File: src/rtl/config_regmap_if.sv
// config_regmap_if: request/response channel of the configuration register map.
//   req_valid/req_ready  request handshake (master -> slave)
//   req_write            1 = write, 0 = read
//   req_addr             register address
//   req_wdata            write data
//   rsp_valid/rsp_ready  response handshake (slave -> master)
//   rsp_rdata            read data (0 on writes and errors)
//   rsp_err              request rejected
interface config_regmap_if #(
  parameter int ADDRWIDTH = 8,
  parameter int REGWIDTH  = 8
);
  logic                 req_valid;
  logic                 req_ready;
  logic                 req_write;
  logic [ADDRWIDTH-1:0] req_addr;
  logic [REGWIDTH-1:0]  req_wdata;
  logic                 rsp_valid;
  logic                 rsp_ready;
  logic [REGWIDTH-1:0]  rsp_rdata;
  logic                 rsp_err;

  modport master (
    output req_valid, req_write, req_addr, req_wdata, rsp_ready,
    input  req_ready, rsp_valid, rsp_rdata, rsp_err
  );

  modport slave (
    input  req_valid, req_write, req_addr, req_wdata, rsp_ready,
    output req_ready, rsp_valid, rsp_rdata, rsp_err
  );
endinterface

File: src/rtl/config_regmap.sv
// config_regmap: shadowed configuration register file with commit, lock and
// a background XOR checksum.
//   clk, reset_n    clock, asynchronous active-low reset
//   bus (slave)     request/response channel, one outstanding response
//   commit          external commit pulse (multi-chip synchronous update)
//   config_bits     active register contents, reg i at [i*REGWIDTH +: REGWIDTH]
//   config_update   one-cycle pulse after the active registers are loaded
//   checksum        XOR of all active registers
//   checksum_valid  checksum reflects the current active contents
//   locked          sticky write lock
// Address map: 0..NUMREGS-1 data, NUMREGS CTRL {read_shadow,lock,shadow_mode},
// NUMREGS+1 COMMIT (write-only), NUMREGS+2 CHECKSUM (read-only).
module config_regmap #(
  parameter int NUMREGS   = 64,
  parameter int REGWIDTH  = 8,
  parameter int ADDRWIDTH = 8,
  parameter logic [NUMREGS*REGWIDTH-1:0] DEFAULTS = '0
) (
  input  logic                         clk,
  input  logic                         reset_n,
  config_regmap_if.slave               bus,
  input  logic                         commit,
  output logic [NUMREGS*REGWIDTH-1:0]  config_bits,
  output logic                         config_update,
  output logic [REGWIDTH-1:0]          checksum,
  output logic                         checksum_valid,
  output logic                         locked
);

  localparam int IDXW = (NUMREGS > 1) ? $clog2(NUMREGS) : 1;
  localparam logic [ADDRWIDTH-1:0] A_CTRL   = ADDRWIDTH'(NUMREGS);
  localparam logic [ADDRWIDTH-1:0] A_COMMIT = ADDRWIDTH'(NUMREGS + 1);
  localparam logic [ADDRWIDTH-1:0] A_CSUM   = ADDRWIDTH'(NUMREGS + 2);
  localparam logic [IDXW-1:0]      LAST_IDX = IDXW'(NUMREGS - 1);

  typedef struct packed {
    logic                err;
    logic [REGWIDTH-1:0] rdata;
  } rsp_t;

  typedef enum logic {IDLE, SCAN} cs_state_t;

  // register storage
  logic [NUMREGS-1:0][REGWIDTH-1:0] shadow;
  logic [NUMREGS-1:0][REGWIDTH-1:0] active;
  logic shadow_mode, lock, read_shadow;

  // request decode
  logic            accept, wr;
  logic            is_data, is_ctrl, is_commit, is_csum, is_bad;
  logic            req_err;
  logic            data_wr, ctrl_wr, commit_now, direct_ld, active_ld;
  logic [IDXW-1:0] widx;
  logic [2:0]      ctrl_w;
  logic [NUMREGS-1:0] hit;
  logic [REGWIDTH-1:0] rd_data;

  rsp_t rsp_q;
  logic rsp_vld_q;

  assign bus.req_ready = !rsp_vld_q | bus.rsp_ready;
  assign accept        = bus.req_valid & bus.req_ready;
  assign wr            = accept & bus.req_write;

  assign is_data   = bus.req_addr <  A_CTRL;
  assign is_ctrl   = bus.req_addr == A_CTRL;
  assign is_commit = bus.req_addr == A_COMMIT;
  assign is_csum   = bus.req_addr == A_CSUM;
  assign is_bad    = bus.req_addr >  A_CSUM;

  assign widx   = bus.req_addr[IDXW-1:0];
  assign ctrl_w = 3'(bus.req_wdata);

  // Lock only fences data and CTRL; COMMIT keeps working so a locked
  // device can still follow a system-wide synchronous update.
  assign req_err = bus.req_write ? (is_bad | is_csum | ((is_data | is_ctrl) & lock))
                                 : is_bad;

  assign data_wr    = wr & is_data & !lock;
  assign ctrl_wr    = wr & is_ctrl & !lock;
  assign commit_now = commit | (wr & is_commit);
  assign direct_ld  = data_wr & !shadow_mode;
  assign active_ld  = commit_now | direct_ld;

  // per-register write strobe
  for (genvar i = 0; i < NUMREGS; i++) begin : g_hit
    assign hit[i] = data_wr & (widx == IDXW'(i));
  end

  // Commit takes priority over a direct write: active gets the pre-write
  // shadow, the new value lands only in shadow.
  always_ff @(posedge clk or negedge reset_n) begin
    if (!reset_n) begin
      for (int i = 0; i < NUMREGS; i++) begin
        shadow[i] <= DEFAULTS[i*REGWIDTH +: REGWIDTH];
        active[i] <= DEFAULTS[i*REGWIDTH +: REGWIDTH];
      end
    end else begin
      for (int i = 0; i < NUMREGS; i++) begin
        if (hit[i]) shadow[i] <= bus.req_wdata;
        if (commit_now)
          active[i] <= shadow[i];
        else if (hit[i] && !shadow_mode)
          active[i] <= bus.req_wdata;
      end
    end
  end

  // CTRL; lock is sticky until reset (ctrl_wr already excludes locked state)
  always_ff @(posedge clk or negedge reset_n) begin
    if (!reset_n) begin
      shadow_mode <= 1'b0;
      lock        <= 1'b0;
      read_shadow <= 1'b0;
    end else if (ctrl_wr) begin
      shadow_mode <= ctrl_w[0];
      lock        <= ctrl_w[1];
      read_shadow <= ctrl_w[2];
    end
  end

  // read mux; writes, errors and COMMIT reads return 0
  always_comb begin
    rd_data = '0;
    if (!bus.req_write && !req_err) begin
      if (is_data)
        rd_data = read_shadow ? shadow[widx] : active[widx];
      else if (is_ctrl)
        rd_data = REGWIDTH'({read_shadow, lock, shadow_mode});
      else if (is_csum)
        rd_data = (REGWIDTH == 1) ? REGWIDTH'(checksum_valid) : checksum;
    end
  end

  // single response slot, held until consumed
  always_ff @(posedge clk or negedge reset_n) begin
    if (!reset_n) begin
      rsp_vld_q <= 1'b0;
      rsp_q     <= '0;
    end else if (accept) begin
      rsp_vld_q   <= 1'b1;
      rsp_q.err   <= req_err;
      rsp_q.rdata <= rd_data;
    end else if (bus.rsp_ready) begin
      rsp_vld_q <= 1'b0;
    end
  end

  assign bus.rsp_valid = rsp_vld_q;
  assign bus.rsp_err   = rsp_q.err;
  assign bus.rsp_rdata = rsp_q.rdata;

  always_ff @(posedge clk or negedge reset_n) begin
    if (!reset_n) config_update <= 1'b0;
    else          config_update <= active_ld;
  end

  // ---------------- checksum scanner ----------------
  cs_state_t           state, state_n;
  logic [IDXW-1:0]     idx, idx_n;
  logic [REGWIDTH-1:0] acc, acc_n, cs_n;
  logic                csv_n;
  logic                start_pend;   // forces a scan on the first cycle out of reset

  always_ff @(posedge clk or negedge reset_n) begin
    if (!reset_n) begin
      state          <= IDLE;
      idx            <= '0;
      acc            <= '0;
      checksum       <= '0;
      checksum_valid <= 1'b0;
      start_pend     <= 1'b1;
    end else begin
      state          <= state_n;
      idx            <= idx_n;
      acc            <= acc_n;
      checksum       <= cs_n;
      checksum_valid <= csv_n;
      start_pend     <= 1'b0;
    end
  end

  // Any active load (re)starts the scan from index 0, so a partially
  // accumulated XOR of stale contents is never published.
  always_comb begin
    state_n = state;
    idx_n   = idx;
    acc_n   = acc;
    cs_n    = checksum;
    csv_n   = checksum_valid;
    if (active_ld || start_pend) begin
      state_n = SCAN;
      idx_n   = '0;
      acc_n   = '0;
      csv_n   = 1'b0;
    end else begin
      case (state)
        SCAN: begin
          acc_n = acc ^ active[idx];
          if (idx == LAST_IDX) begin
            cs_n    = acc_n;
            csv_n   = 1'b1;
            state_n = IDLE;
          end else begin
            idx_n = idx + IDXW'(1);
          end
        end
        default: ;
      endcase
    end
  end

  assign config_bits = active;
  assign locked      = lock;

endmodule
File: src/flat_wrapper.sv
// flat-port wrapper written by rule: the top's interface ports become plain ports
module config_regmap_flat 
#(
  parameter int NUMREGS   = 64,
  parameter int REGWIDTH  = 8,
  parameter int ADDRWIDTH = 8,
  parameter logic [NUMREGS*REGWIDTH-1:0] DEFAULTS = '0
)
  (clk, reset_n, commit, config_bits, config_update, checksum, checksum_valid, locked, bus_req_valid, bus_req_write, bus_req_addr, bus_req_wdata, bus_rsp_ready, bus_req_ready, bus_rsp_valid, bus_rsp_rdata, bus_rsp_err);
  config_regmap_if #(.ADDRWIDTH(ADDRWIDTH), .REGWIDTH(REGWIDTH)) bus_i ();
  input  logic clk;
  input  logic reset_n;
  input  logic commit;
  output logic [NUMREGS*REGWIDTH-1:0] config_bits;
  output logic config_update;
  output logic [REGWIDTH-1:0] checksum;
  output logic checksum_valid;
  output logic locked;
  input wire logic [$bits(bus_i.req_valid)-1:0] bus_req_valid;
  input wire logic [$bits(bus_i.req_write)-1:0] bus_req_write;
  input wire logic [$bits(bus_i.req_addr)-1:0] bus_req_addr;
  input wire logic [$bits(bus_i.req_wdata)-1:0] bus_req_wdata;
  input wire logic [$bits(bus_i.rsp_ready)-1:0] bus_rsp_ready;
  output wire logic [$bits(bus_i.req_ready)-1:0] bus_req_ready;
  output wire logic [$bits(bus_i.rsp_valid)-1:0] bus_rsp_valid;
  output wire logic [$bits(bus_i.rsp_rdata)-1:0] bus_rsp_rdata;
  output wire logic [$bits(bus_i.rsp_err)-1:0] bus_rsp_err;
  assign bus_i.req_valid = bus_req_valid;
  assign bus_i.req_write = bus_req_write;
  assign bus_i.req_addr = bus_req_addr;
  assign bus_i.req_wdata = bus_req_wdata;
  assign bus_i.rsp_ready = bus_rsp_ready;
  assign bus_req_ready = bus_i.req_ready;
  assign bus_rsp_valid = bus_i.rsp_valid;
  assign bus_rsp_rdata = bus_i.rsp_rdata;
  assign bus_rsp_err = bus_i.rsp_err;
  config_regmap #(.NUMREGS(NUMREGS), .REGWIDTH(REGWIDTH), .ADDRWIDTH(ADDRWIDTH), .DEFAULTS(DEFAULTS)) u_core (.clk(clk), .reset_n(reset_n), .bus(bus_i), .commit(commit), .config_bits(config_bits), .config_update(config_update), .checksum(checksum), .checksum_valid(checksum_valid), .locked(locked));
endmodule
File: config.mk
export PLATFORM = sky130hd
export DESIGN_NAME = config_regmap_flat
export DESIGN_NICKNAME = d
export VERILOG_FILES = /design/src/rtl/config_regmap_if.sv /design/src/rtl/config_regmap.sv /design/src/flat_wrapper.sv
export SDC_FILE = /design/constraint.sdc
export NUM_CORES = 2
export LEC_CHECK = 0
export CELL_PAD_IN_SITES_DETAIL_PLACEMENT = 1
export CELL_PAD_IN_SITES_GLOBAL_PLACEMENT = 1
export CORE_UTILIZATION = 37
export CTS_BUF_LIST = sky130_fd_sc_hd__clkbuf_8
export CTS_CLUSTER_SIZE = 30
export DETAILED_ROUTE_END_ITERATION = 10
export HOLD_SLACK_MARGIN = 0.12
export PLACE_DENSITY_LB_ADDON = 0.1
export SETUP_SLACK_MARGIN = 0.4
export SLEW_MARGIN = 25
export SYNTH_ARGS = -nofsm -noshare
export SYNTH_HDL_FRONTEND = slang
export SYNTH_SLANG_ARGS = --single-unit
export TNS_END_PERCENT = 5
File: constraint.sdc
create_clock -name clk -period 6.5 [get_ports clk]
set_input_delay 1.3 -clock clk [delete_from_list [all_inputs] [get_ports clk]]
set_output_delay 1.3 -clock clk [all_outputs]
set_load 0.1 [all_outputs]
==> results.yml <==
synth:
  synth_edf_count: 0
  synth_xor_area_frac: 0.00179
  ys_seq_area_frac: 0.453
  synth_ff_type: "dfrtp_1"
  avgSynthCellArea_sq_um: 12.4
  synth-warning-count: 0
  netlist_top_cells_area: "dfrtp_1 45%, mux4_2 14%, mux2i_1 12%, mux2_2 9.9%, a21oi_1 4.6%"
  synth_compound_area_frac: 0.0661
  syn_nets: 4749
  synth_top_family_by_area: "multiplexers"
  synth_seq_cells: 1063
  ys_async_sr_fraction: 1.00
  yosysTopAreaCell: "dfrtp_1"
  synth_top_area_frac: 0.453
  synthMuxAreaShare: 0.358
  yosys.area_share.simple: 0.0819
  syn_area_sq_mm: 0.0587
  yosys.area_share.adder: 0.000213
  synth_cell_types: 79
  synth_cells: 4726
clock_network:
  cts_tree: "yes"
  cts_max_level: 4
  ctsResizeCount: 0
  cts_sinks: 1063
  clockBufferDepth: 3
  cts_hold_buf: 0
  clock_latency_ns: 0.92
  numCtsBuffers: 196
  root_buffer: "clkbuf_8"
  clk_pin_slew_worst_paths_ns: 0.06
  post_cts_buffers: 0
global_routing:
  grt_pass1_vias: 45283
  overflow: 0
  grt_start_max_net_pins: 218
  grt_pass1_wl_um: 359000
  grt.total_usage: 0.311
  antenna_found_initial: 14
detailed_routing:
  met2_length_um: 120000
  drc: 0
  drt_iter0_drc: 3659
  top_layer: "met5"
  drt-pass1-iter-count: 5
  dr_wl_met3_um: 13600
  met1_length_um: 110000
  vias: 43977
  drt-vias-per-instance: 5.95
  post_drt_wl_per_cell_um: 34.0
  detail-route-antenna-nets: 0
  drt_wl_total_um: 251000
sta:
  grt_setup_unrepaired: "no"
  worst_pin_slew_ns: 1.26
  finalCriticalPeriod_ns: 4.32
  fmax_mhz: 231
  finalWorstSetupSlack_ns: 2.18
  finalHoldViolations: 0
  setup_tns_ns: 0
  relSlewSlack: 0.161
  skew_ns: 0.0371
  finalSetupViolations: 0
  report.final.slew_viol_count: 0
  min_period_over_period: 0.665
worst_setup_path:
  cp-start-kind: "primary input"
  arrival_ns: 5.06
  required_ns: 7.24
  critical_path_class: "primary input to flop"
  slowest_delay_ns: 0.79
  cp_cell_sequence: "clkdlybuf4s50_1 -> nor2_2 -> nand2_1 -> nor4_4 -> nor2b_1 -> buf_4 -> mux2i_1 -> a21oi_1"
  cpMaxStageDelayCell: "nor2_2"
  end_kind: "flop"
  crit_fanout: 15
  critPathTopFamily: "simple AND/OR/NAND/NOR gates"
  cp_num_buf_inv: 2
job:
  maxCapViolCount: 0
layout:
  mostFrequentLayoutCells: "1058 x dfrtp_1, 690 x mux2i_1, 556 x nor2_1, 541 x a21oi_1, 529 x clkdlybuf4s50_1"
  multiInputGateArea_sq_mm: 0.0299
  fin_util: 0.445
  area.growth.synth_to_final_pct: 19.1
  finalInstanceArea_sq_mm: 0.0699
  final_nets: 5202
  drive_above_1_share: 0.271
  fillers: 16287
  layout_commonest_cell: "dfrtp_1"
  seq_area_sq_mm: 0.0266
place:
  dpl.hpwl_um: 175000
  dpl-instance-area_sq_mm: 0.0660
  gp_congestion: 0.900
  port_buffers: 555
  place_ws_ns: 1.21
floorplan:
  dieArea_sq_mm: 0.160
  coreArea_sq_mm: 0.157
  die-height_um: 400
  io-pin-count: 556
  num_rows: 145
  die_x_um: 400
  start_util: 0.374
worst_hold_path:
  holdCritPathClass: "primary input to asynchronous set/reset pin"
pwr:
  p_leak_nw: 29.1
  ir_drop_mv: 0.146
  power.density_mw_per_mm2: 257
  total_power_w: 0.0179
outcome:
  status: "finished, final reports clean"
==> sequential cells by signal (all words and copies together), names as in the netlist <==
name                   flops
u_core.bus.rsp_valid       1
u_core.acc                 8
u_core.start_pend          1
u_core.state               1
u_core.read_shadow         1
u_core.shadow            512
u_core.idx                 6
u_core.bus.rsp_rdata       8
u_core.checksum_valid      1
u_core.bus.rsp_err         1
u_core.config_bits       512
u_core.locked              1
u_core.checksum            8
u_core.shadow_mode         1
u_core.config_update       1
==> power breakdown <==
group          leakage (nW)  internal (W)  switching, W
combinational          12.8       0.00107       0.00298
clock                  2.30       0.00347       0.00305
sequential             14.0       0.00691      0.000457
==> through the flow <==
step / cells / hold WS [ns]
6_report: 7393 / 0.468
5_1_grt: 7391 / 0.481
4_1_cts: 7389 / 0.406
3_5_place_dp: 7039 / 0.472
3_3_place_gp: 7039 / 0.468
2_1_floorplan: 4726 / 0.497
==> final cells by class <==
| class | count | area share |
|---|---|---|
| Timing Repair Buffer | 702 | 0.0980 |
| Multi-Input combinational cell | 3205 | 0.428 |
| Clock buffer | 254 | 0.0500 |
| Antenna cell | 4 | 0.000143 |
| Inverter | 11 | 0.000662 |
| Clock inverter | 96 | 0.00592 |
| Tap cell | 2058 | 0.0368 |
| Sequential cell | 1063 | 0.381 |
==> worst paths after layout <==
check                              startpoint                 endpoint  slack (ns)  cells after the start
max                           bus_req_addr[7]  u_core.config_bits[476]        2.18                      8
min                                   reset_n  u_core.config_bits[205]        0.47                      1
max reg2reg                     u_core.idx[0]            u_core.acc[6]        2.61                      7
min reg2reg                u_core.bus.rsp_err       u_core.bus.rsp_err        0.49                      2
max in group asynchronous             reset_n  u_core.config_bits[492]        4.58                      2
min in group clk           u_core.bus.rsp_err       u_core.bus.rsp_err        0.49                      2
==> worst register-to-register path: stages (launching register included) <==
cell and delay (ns):
dfrtp_4 0.84, buf_12 0.38, mux4_2 0.67, mux4_2 0.56, mux2i_1 0.69, o32ai_1 0.36, a21oi_1 0.24, a31o_1 0.12
==> Yosys cell counts (7+ instances only) <==
library cell and count:
dfrtp_1 1062, mux2i_1 690, nor2_1 558, a21oi_1 542, mux2_2 517, mux4_2 369
clkbuf_1 248, nand2_1 103, buf_2 102, buf_4 65, nor2b_1 48, a22oi_1 32
nor4_4 30, o21ai_0 30, o22ai_1 24, nand3_1 23, buf_6 20, nor3_4 16
or3_1 14, and3_1 12, buf_1 12, and2b_1 10, nand2b_1 10, nor2_2 10
nor2_4 10, and2_1 9, nand3_2 9, a211oi_1 8, nand4_1 8, nor3_1 8
a22o_1 7, a31oi_1 7, inv_1 7, o211ai_1 7
==> per-layer routing <==
metal	vias up	GRT usage
li1	18370	-
met5	-	0
met1	23798	0.433
met2	1445	0.501
met4	6	0.0874
met3	358	0.0480
==> logic make-up after synthesis <==
| group | count (synthesis) |
|---|---|
| mux | 1576 |
| buf+inv | 458 |
| compound gates | 704 |
| flops | 1063 |
| xor+xnor | 12 |
| other cells | 1 |
| simple gates | 911 |
| fa+ha+maj | 1 |
No activity file was read; power rests on OpenSTA's default activity.
